--- config.mk ---
export PLATFORM = sky130hd
export DESIGN_NAME = sel_mux_pipe
export DESIGN_NICKNAME = d
export VERILOG_FILES = /design/src/rtl/sel_mux_pipe.sv
export SDC_FILE = /design/constraint.sdc
export NUM_CORES = 1
export LEC_CHECK = 0
export ABC_CLOCK_PERIOD_IN_PS = 2200
export CAP_MARGIN = 20
export CORE_ASPECT_RATIO = 0.5
export CORE_UTILIZATION = 43
export CTS_BUF_LIST = sky130_fd_sc_hd__clkbuf_8 sky130_fd_sc_hd__clkbuf_16
export DETAILED_ROUTE_END_ITERATION = 7
export PLACE_DENSITY = 0.78
export RECOVER_POWER = 100
export SLEW_MARGIN = 20
export SYNTH_ARGS = -nofsm -noshare
export SYNTH_HDL_FRONTEND = slang
export SYNTH_SLANG_ARGS = --single-unit
--- constraint.sdc ---
create_clock -name CLK -period 2.2 [get_ports CLK]
set_input_delay 0.44 -clock CLK [delete_from_list [all_inputs] [get_ports CLK]]
set_output_delay 0.44 -clock CLK [all_outputs]
set_load 0.1 [all_outputs]
--- src/rtl/sel_mux_pipe.sv ---
// N-way one-hot word selector feeding a 2-entry valid/ready output buffer.
// Define SEL_MUX_PIPE_ONEHOT_CHECK_EN to build the illegal-select pulse and counter.
module sel_mux_pipe #(
  parameter int WIDTH = 32,
  parameter int N     = 4
) (
  input  logic               CLK,
  input  logic               RST,
  input  logic [N*WIDTH-1:0] in_data,
  input  logic [N-1:0]       sel,
  input  logic               in_valid,
  output logic               in_ready,
  output logic [WIDTH-1:0]   out_data,
  output logic               out_valid,
  input  logic               out_ready,
  output logic               sel_err,
  output logic [7:0]         err_count
);

  typedef enum logic [1:0] {EMPTY, ONE, FULL} state_t;

  state_t                  state, state_nxt;
  logic [N-1:0][WIDTH-1:0] chan;
  logic [WIDTH-1:0]        word, head_q, tail_q;
  logic                    onehot, acc, pop, rdy_q;
  logic                    ld_head, ld_tail, shift;

  for (genvar g = 0; g < N; g++) begin : g_chan
    assign chan[g] = in_data[g*WIDTH +: WIDTH];
  end

  assign onehot = (sel != '0) && ((sel & (sel - {{(N-1){1'b0}}, 1'b1})) == '0);

  // Illegal selects fall back to channel 0; channels are never ORed.
  always_comb begin
    word = chan[0];
    for (int i = 1; i < N; i++)
      if (onehot && sel[i]) word = chan[i];
  end

  assign in_ready  = rdy_q;
  assign out_valid = (state != EMPTY);
  assign out_data  = head_q;
  assign acc       = in_valid && rdy_q;
  assign pop       = out_valid && out_ready;

  always_comb begin
    state_nxt = state;
    ld_head   = 1'b0;
    ld_tail   = 1'b0;
    shift     = 1'b0;
    case (state)
      EMPTY: if (acc) begin
        state_nxt = ONE;
        ld_head   = 1'b1;
      end
      ONE: begin
        if (acc && pop) ld_head = 1'b1;
        else if (acc) begin
          state_nxt = FULL;
          ld_tail   = 1'b1;
        end else if (pop) state_nxt = EMPTY;
      end
      FULL: if (pop) begin
        state_nxt = ONE;
        shift     = 1'b1;
      end
      default: state_nxt = EMPTY;
    endcase
  end

  // Ready is registered from next state so it never follows out_ready combinationally.
  always_ff @(posedge CLK) begin
    if (RST) begin
      state  <= EMPTY;
      rdy_q  <= 1'b0;
      head_q <= '0;
      tail_q <= '0;
    end else begin
      state <= state_nxt;
      rdy_q <= (state_nxt != FULL);
      if (ld_head)    head_q <= word;
      else if (shift) head_q <= tail_q;
      if (ld_tail)    tail_q <= word;
    end
  end

`ifdef SEL_MUX_PIPE_ONEHOT_CHECK_EN
  logic       err_q;
  logic [7:0] cnt_q;

  always_ff @(posedge CLK) begin
    if (RST) begin
      err_q <= 1'b0;
      cnt_q <= '0;
    end else begin
      err_q <= acc && !onehot;
      if (acc && !onehot && cnt_q != 8'hFF) cnt_q <= cnt_q + 8'd1;
    end
  end

  assign sel_err   = err_q;
  assign err_count = cnt_q;
`else
  assign sel_err   = 1'b0;
  assign err_count = 8'd0;
`endif

endmodule

==> impl_metrics.json, run 1 <==
{
  "grt_pass1_wl_mm": 24.4,
  "fin_skew_ns": 0.00555,
  "ys_types": 47,
  "root_buffer": "clkbuf_16",
  "pin_count": 179,
  "nets": 859,
  "slowest_delay_ns": 0.52,
  "relSlewSlack": 0.623,
  "nFillCells": 806,
  "hp-class": "flip-flop to flip-flop",
  "netlist_area_mm2": 0.00441,
  "synthTopCellsByArea": "dfxtp_1, nand2_1, a311oi_1",
  "hold_path_end": "tail_q[4]",
  "path_clk_slew_ns": 0.05,
  "start_kind": "input pin",
  "initialDrtViolationCount": 527,
  "endpoint_kind": "flip-flop",
  "cts_sinks": 67,
  "firstDrtPassIters": 5,
  "grt_usage": 0.287,
  "timing.critical_path.cells": "clkdlybuf4s50_1, or4b_1, clkbuf_4, o22ai_1, a21oi_1, a21oi_1, a211oi_1",
  "async_flop_share": 0,
  "antenna_found_initial": 0,
  "hold_path_startpoint": "tail_q[4]",
  "worstPathMaxFanout": 13,
  "cp.required_ns": 2.41,
  "synth-seq-area-share": 0.304,
  "vias": 5123,
  "rr_endpoint": "tail_q[7]",
  "grt_start_max_net_pins": 43,
  "holdPathStages": 2,
  "ff2ff_setup_slack_ns": 0.48,
  "design_area_mm2": 0.00651,
  "crit_slowest_cell": "clkdlybuf4s50_1",
  "path_buf_inv": 2,
  "critical_path_class": "input pin to flip-flop",
  "die_area_mm2": 0.0107,
  "arrival_ns": 2.28,
  "routed_wl_mm": 14.9,
  "fin_util": 0.671,
  "post_cts_buffers": 0,
  "setup_viol_count_final": 0,
  "syn2layout_area_growth_pct": 47.8,
  "placed_area_mm2": 0.00632,
  "timing.final.crit_period_ns": 2.07,
  "worst_pin_slew_ns": 0.568,
  "slew_viol_final": 0,
  "fin_ws_ns": 0.132,
  "synth_enable_flop_cells": 0,
  "cpMostUsedCell": "a21oi_1",
  "synth_top_area_cell": "dfxtp_1",
  "pre_cts_ws_ns": -0.377,
  "post_drt_via_cell_ratio": 5.94,
  "initial_core_util": 0.454,
  "die_h_um": 73.6,
  "drc": 0,
  "place_hpwl_mm": 10.7,
  "num_antenna_cells": 0,
  "clock_path_buffers": 2,
  "worstRegToRegCells": 5,
  "peakVddDrop_uv": 309,
  "hold_violations": 0,
  "synth_top_area_share": 0.304,
  "drive_above_1_share": 0.172,
  "period_share": 0.940,
  "die_w_um": 145,
  "syn_inst": 556,
  "clock_latency_ns": 0.34,
  "crit_family": "buffers and inverters",
  "postRouteAntennaNets": 0,
  "cts_max_level": 3,
  "coreArea_mm2": 0.00970,
  "gp_congestion": 0.843,
  "portBuffers": 169,
  "rows": 25,
  "ys.flop_type": "dfxtp_1",
  "overflow": 0,
  "grt_pass1_vias": 5030,
  "cts_made_buffers": 9,
  "rsz0062_at_grt": "false",
  "fmax_mhz": 484,
  "routedWlPerCell_um": 17.3,
  "synth-seq-cells": 67,
  "cts_tree": "done",
  "fin_tns_setup_ns": 0,
  "reg2reg_from": "state[0]",
  "outcome": "finished, final reports clean",
  "ys.warnings.count": 0,
  "syn_avg_cell_area_um2": 7.92,
  "power.leakage_nw": 2.38,
  "power_density_mw_per_mm2": 610,
  "drv_cap": 0
}
==> through the flow <==
step / hold slack [ns] / cells / total power, mW
after floorplan: 0.433 / 564 / 2.11
after global placement: 0.445 / 847 / 2.58
after detailed placement: 0.448 / 847 / 2.59
after CTS: 0.455 / 862 / 4.01
after global routing: 0.483 / 862 / 4.12
final: 0.455 / 862 / 3.97
==> power breakdown <==
group          internal, mW  switching, mW
sequential             1.27         0.0314
clock                 0.873          0.547
combinational         0.469          0.781
==> flip-flops by register name, summed over array words and instances, names as in the netlist <==
register and cells:
tail_q 32, out_data 32, in_ready 1, state 2
==> how the worst max path moves through the flow <==
stage | startpoint | endpoint | slack [ns] | depth (start not counted)
2_1_floorplan | in_ready | tail_q[23] | 0.29 | 6
3_3_place_gp | sel[0] | out_data[26] | -0.34 | 6
3_5_place_dp | sel[0] | tail_q[12] | -0.38 | 6
4_1_cts | sel[3] | out_data[22] | 0.12 | 8
5_1_grt | sel[0] | out_data[4] | 0.001 | 8
6_report | sel[0] | tail_q[25] | 0.13 | 7
==> worst register-to-register path, delay by kind of cell, from the launching register on <==
family,cells,cell delay [ns]
buffers and inverters,1,0.25
and+or+nand+nor,2,0.63
AOI/OAI and AO/OA,1,0.25
DFF,1,0.36
muxes,1,0.13
==> cells in the mapped netlist, types with 6 or more instances <==
| library cell | n |
|---|---|
| dfxtp_1 | 67 |
| nand2_1 | 60 |
| nor2_1 | 42 |
| a21oi_1 | 39 |
| a22oi_1 | 26 |
| clkbuf_1 | 26 |
| a311oi_1 | 24 |
| nor2b_1 | 23 |
| nor3_1 | 22 |
| o21ai_0 | 22 |
| buf_2 | 20 |
| a32oi_1 | 16 |
| a211oi_1 | 15 |
| a31oi_1 | 14 |
| buf_4 | 14 |
| nor3_2 | 11 |
| a222oi_1 | 10 |
| a22o_1 | 10 |
| and2_1 | 9 |
| mux2i_1 | 9 |
| nor4b_1 | 8 |
| o22ai_2 | 8 |
| a211o_1 | 6 |
| inv_1 | 6 |
| o22a_1 | 6 |
==> cells by family (layout without fill, tap and decap cells) <==
family / count (synthesis) / count (layout) / synth area share
multiplexers: 11 / 11 / 0.0256
AO/OA/AOI/OAI: 215 / 215 / 0.361
flip-flops: 67 / 67 / 0.304
buffers and inverters: 73 / 236 / 0.0869
other: 1 / 9 / 0.000851
AND/OR/NAND/NOR: 189 / 189 / 0.221
==> area by class of cell <==
cell class | instances | area [µm²] | share of cell area
inverter | 6 | 22.5 | 0.00346
multi-input combinational | 424 | 2720 | 0.418
clock inverter | 6 | 66.3 | 0.0102
clock buffer | 9 | 225 | 0.0346
tap | 135 | 169 | 0.0259
timing repair buffer | 215 | 1970 | 0.302
sequential | 67 | 1340 | 0.206
==> cell usage in the layout (no fill, tap or decap), drive strengths merged, types with 4 or more instances in the layout <==
master / Yosys / final
a22oi: 26 / 26
clkdlybuf4s50: 0 / 131
inv: 6 / 7
nor4b: 8 / 8
o21ai: 26 / 26
nand2: 60 / 60
a21oi: 39 / 39
a311oi: 24 / 24
and2: 9 / 9
a32oi: 16 / 16
dfxtp: 67 / 67
nor2: 44 / 44
buf: 40 / 45
o22a: 6 / 6
mux2i: 9 / 9
a22o: 10 / 10
a211o: 6 / 6
nor2b: 23 / 23
conb: 1 / 9
clkbuf: 27 / 47
o22ai: 13 / 13
clkinv: 0 / 4
a222oi: 10 / 10
nor3: 33 / 33
a211oi: 16 / 16
a31oi: 14 / 14
==> metal layers <==
| metal | routed length (µm) | up-vias | GRT usage |
|---|---|---|---|
| met2 | 7020 | 270 | 0.496 |
| met3 | 1380 | 35 | 0.0634 |
| li1 | - | 2444 | - |
| met1 | 6200 | 2374 | 0.352 |
| met4 | 332 | 0 | 0.125 |
| met5 | 0 | - | 0 |
==> repair_timing <==
item / in CTS / in global routing
endpoints found under the setup margin: 2 / 3
hold buffers: 0 / 0
gates resized for setup: 1 / 2
endpoints found under the hold margin: 0 / 0
No activity file was read; power rests on OpenSTA's default activity.
==> run 2, diff against run 1 <==
CORE_UTILIZATION = 44   (was 43)
PLACE_DENSITY = 0.8   (was 0.78)
==> run 2 against run 1 <==
Against the previous run: cell count grew 0.23%; routed wire length rose by 5.1%; combinational power hardly changed; core utilization grew 0.41 points; power down 0.59%; cell area is 0.69% lower; non-clock buffer count up 2; critical path type unchanged; critical endpoint is now tail_q[23]; largest cell class unchanged; largest power group unchanged.
==> impl_metrics.json, run 2 (same netlist as run 1, synthesis figures left out) <==
{
  "outcome": "finished, final reports clean",
  "crit_family": "buffers and inverters",
  "reg2reg_from": "state[1]",
  "initial_core_util": 0.460,
  "fin_util": 0.676,
  "drv_cap": 0,
  "start_kind": "input pin",
  "slew_viol_final": 0,
  "num_antenna_cells": 0,
  "period_share": 0.970,
  "mostFrequentLayoutCells": "clkdlybuf4s50_1, dfxtp_1, nand2_1, nor2_1, a21oi_1",
  "endpoint_kind": "flip-flop",
  "worst_pin_slew_ns": 0.599,
  "cts_sinks": 67,
  "gp_congestion": 0.839,
  "rows": 25,
  "drc": 0,
  "timing.critical_path.cells": "clkdlybuf4s50_1, or4b_1, clkbuf_2, o22ai_1, a21oi_1, nor3_2, nor3_1",
  "slowest_delay_ns": 0.60,
  "post_drt_via_cell_ratio": 6.06,
  "clock_path_buffers": 2,
  "place_hpwl_mm": 10.9,
  "routedWlPerCell_um": 18.2,
  "power_density_mw_per_mm2": 610,
  "hold_violations": 0,
  "startpoint": "sel[3]",
  "timing.final.crit_period_ns": 2.13,
  "grt_start_max_net_pins": 68,
  "crit_cells": 7,
  "nets": 861,
  "layout_commonest_cell": "clkdlybuf4s50_1",
  "cp.required_ns": 2.41,
  "cts_max_level": 3,
  "die_h_um": 72.8,
  "fmax_mhz": 469,
  "clock_latency_ns": 0.34,
  "relSlewSlack": 0.600,
  "die_area_mm2": 0.0104,
  "grt_pass1_vias": 4865,
  "syn2layout_area_growth_pct": 46.8,
  "endpoint": "tail_q[23]",
  "grt_usage": 0.298,
  "firstDrtPassIters": 6,
  "hp-class": "flip-flop to flip-flop",
  "postRouteAntennaNets": 0,
  "grt_pass1_wl_mm": 24.3,
  "setup_viol_count_final": 0,
  "path_buf_inv": 2,
  "pin_count": 179,
  "initialDrtViolationCount": 574,
  "path_clk_slew_ns": 0.06,
  "fin_skew_ns": 0.00454,
  "power.leakage_nw": 2.36,
  "portBuffers": 169,
  "cts_tree": "done",
  "ff2ff_setup_slack_ns": 0.35,
  "root_buffer": "clkbuf_16",
  "arrival_ns": 2.35,
  "antenna_found_initial": 0,
  "overflow": 0,
  "die_w_um": 144,
  "post_cts_buffers": 0,
  "rsz0062_at_grt": "false",
  "vias": 5235,
  "worstPathMaxFanout": 8,
  "crit_slowest_cell": "clkdlybuf4s50_1",
  "cts_made_buffers": 9,
  "peakVddDrop_uv": 370,
  "worstRegToRegCells": 5,
  "rr_endpoint": "out_data[25]",
  "drive_above_1_share": 0.165,
  "routed_wl_mm": 15.7,
  "fin_tns_setup_ns": 0,
  "coreArea_mm2": 0.00957,
  "critical_path_class": "input pin to flip-flop"
}
[run 2: cell types whose count changed in the layout (fill, tap and decap cells not counted), sizes merged]
cell / change
clkinvlp: +2
buf: -1
clkbuf: +3
clkinv: -2
[run 2: how the worst min path moves through the flow]
stage / startpoint / end / slack (ns) / cells after the start
finish: tail_q[4] / tail_q[4] / 0.46 / 2
global route: tail_q[5] / tail_q[5] / 0.49 / 2
CTS: tail_q[4] / tail_q[4] / 0.46 / 2
detailed placement: tail_q[31] / tail_q[31] / 0.45 / 2
global placement: tail_q[5] / tail_q[5] / 0.45 / 2
floorplan: tail_q[4] / tail_q[4] / 0.43 / 2
[run 2: area by class of cell]
| class | count | area [µm²] |
|---|---|---|
| Clock buffer | 9 | 225 |
| Clock inverter | 6 | 58.8 |
| Fill cell | 819 | 3110 |
| Inverter | 6 | 22.5 |
| Multi-Input combinational cell | 424 | 2710 |
| Sequential cell | 67 | 1340 |
| Tap cell | 135 | 169 |
| Timing Repair Buffer | 217 | 1940 |
[run 2: worst reg2reg max path: stages (launching register included)]
cell	delay, ns
dfxtp_1	0.46
and3b_2	0.48
buf_2	0.36
nor2b_1	0.10
a211oi_1	0.24
a211oi_1	0.08
[run 2: through the flow]
step	hold WS [ns]	instance area, µm²	worst slack [ns]	instances	power (mW)
2_1_floorplan	0.433	4440	0.286	564	2.11
3_3_place_gp	0.445	6310	-0.317	849	2.58
3_5_place_dp	0.452	6310	-0.484	849	2.59
4_1_cts	0.461	6590	0.0517	864	3.98
5_1_grt	0.485	6470	0.00566	864	4.09
6_report	0.460	6470	0.0666	864	3.95
[run 2: power breakdown]
part           total (mW)  internal (mW)  leakage (nW)  switching [mW]
sequential           1.30           1.27         0.546          0.0314
clock                1.40          0.861         0.138           0.535
combinational        1.25          0.465          1.67           0.786
[run 2: repair_timing]
action,4_1_cts,5_1_grt
endpoints found under the setup margin,20,6
hold buffers,0,0
pin swaps,0,0
gates resized for setup,1,1
[run 2: metal layers]
layer	share of wire	wire length [µm]	GRT usage
met5	0	0	0
met4	0.011	176	0.0827
met3	0.098	1540	0.0584
met2	0.48	7510	0.524
met1	0.41	6470	0.376
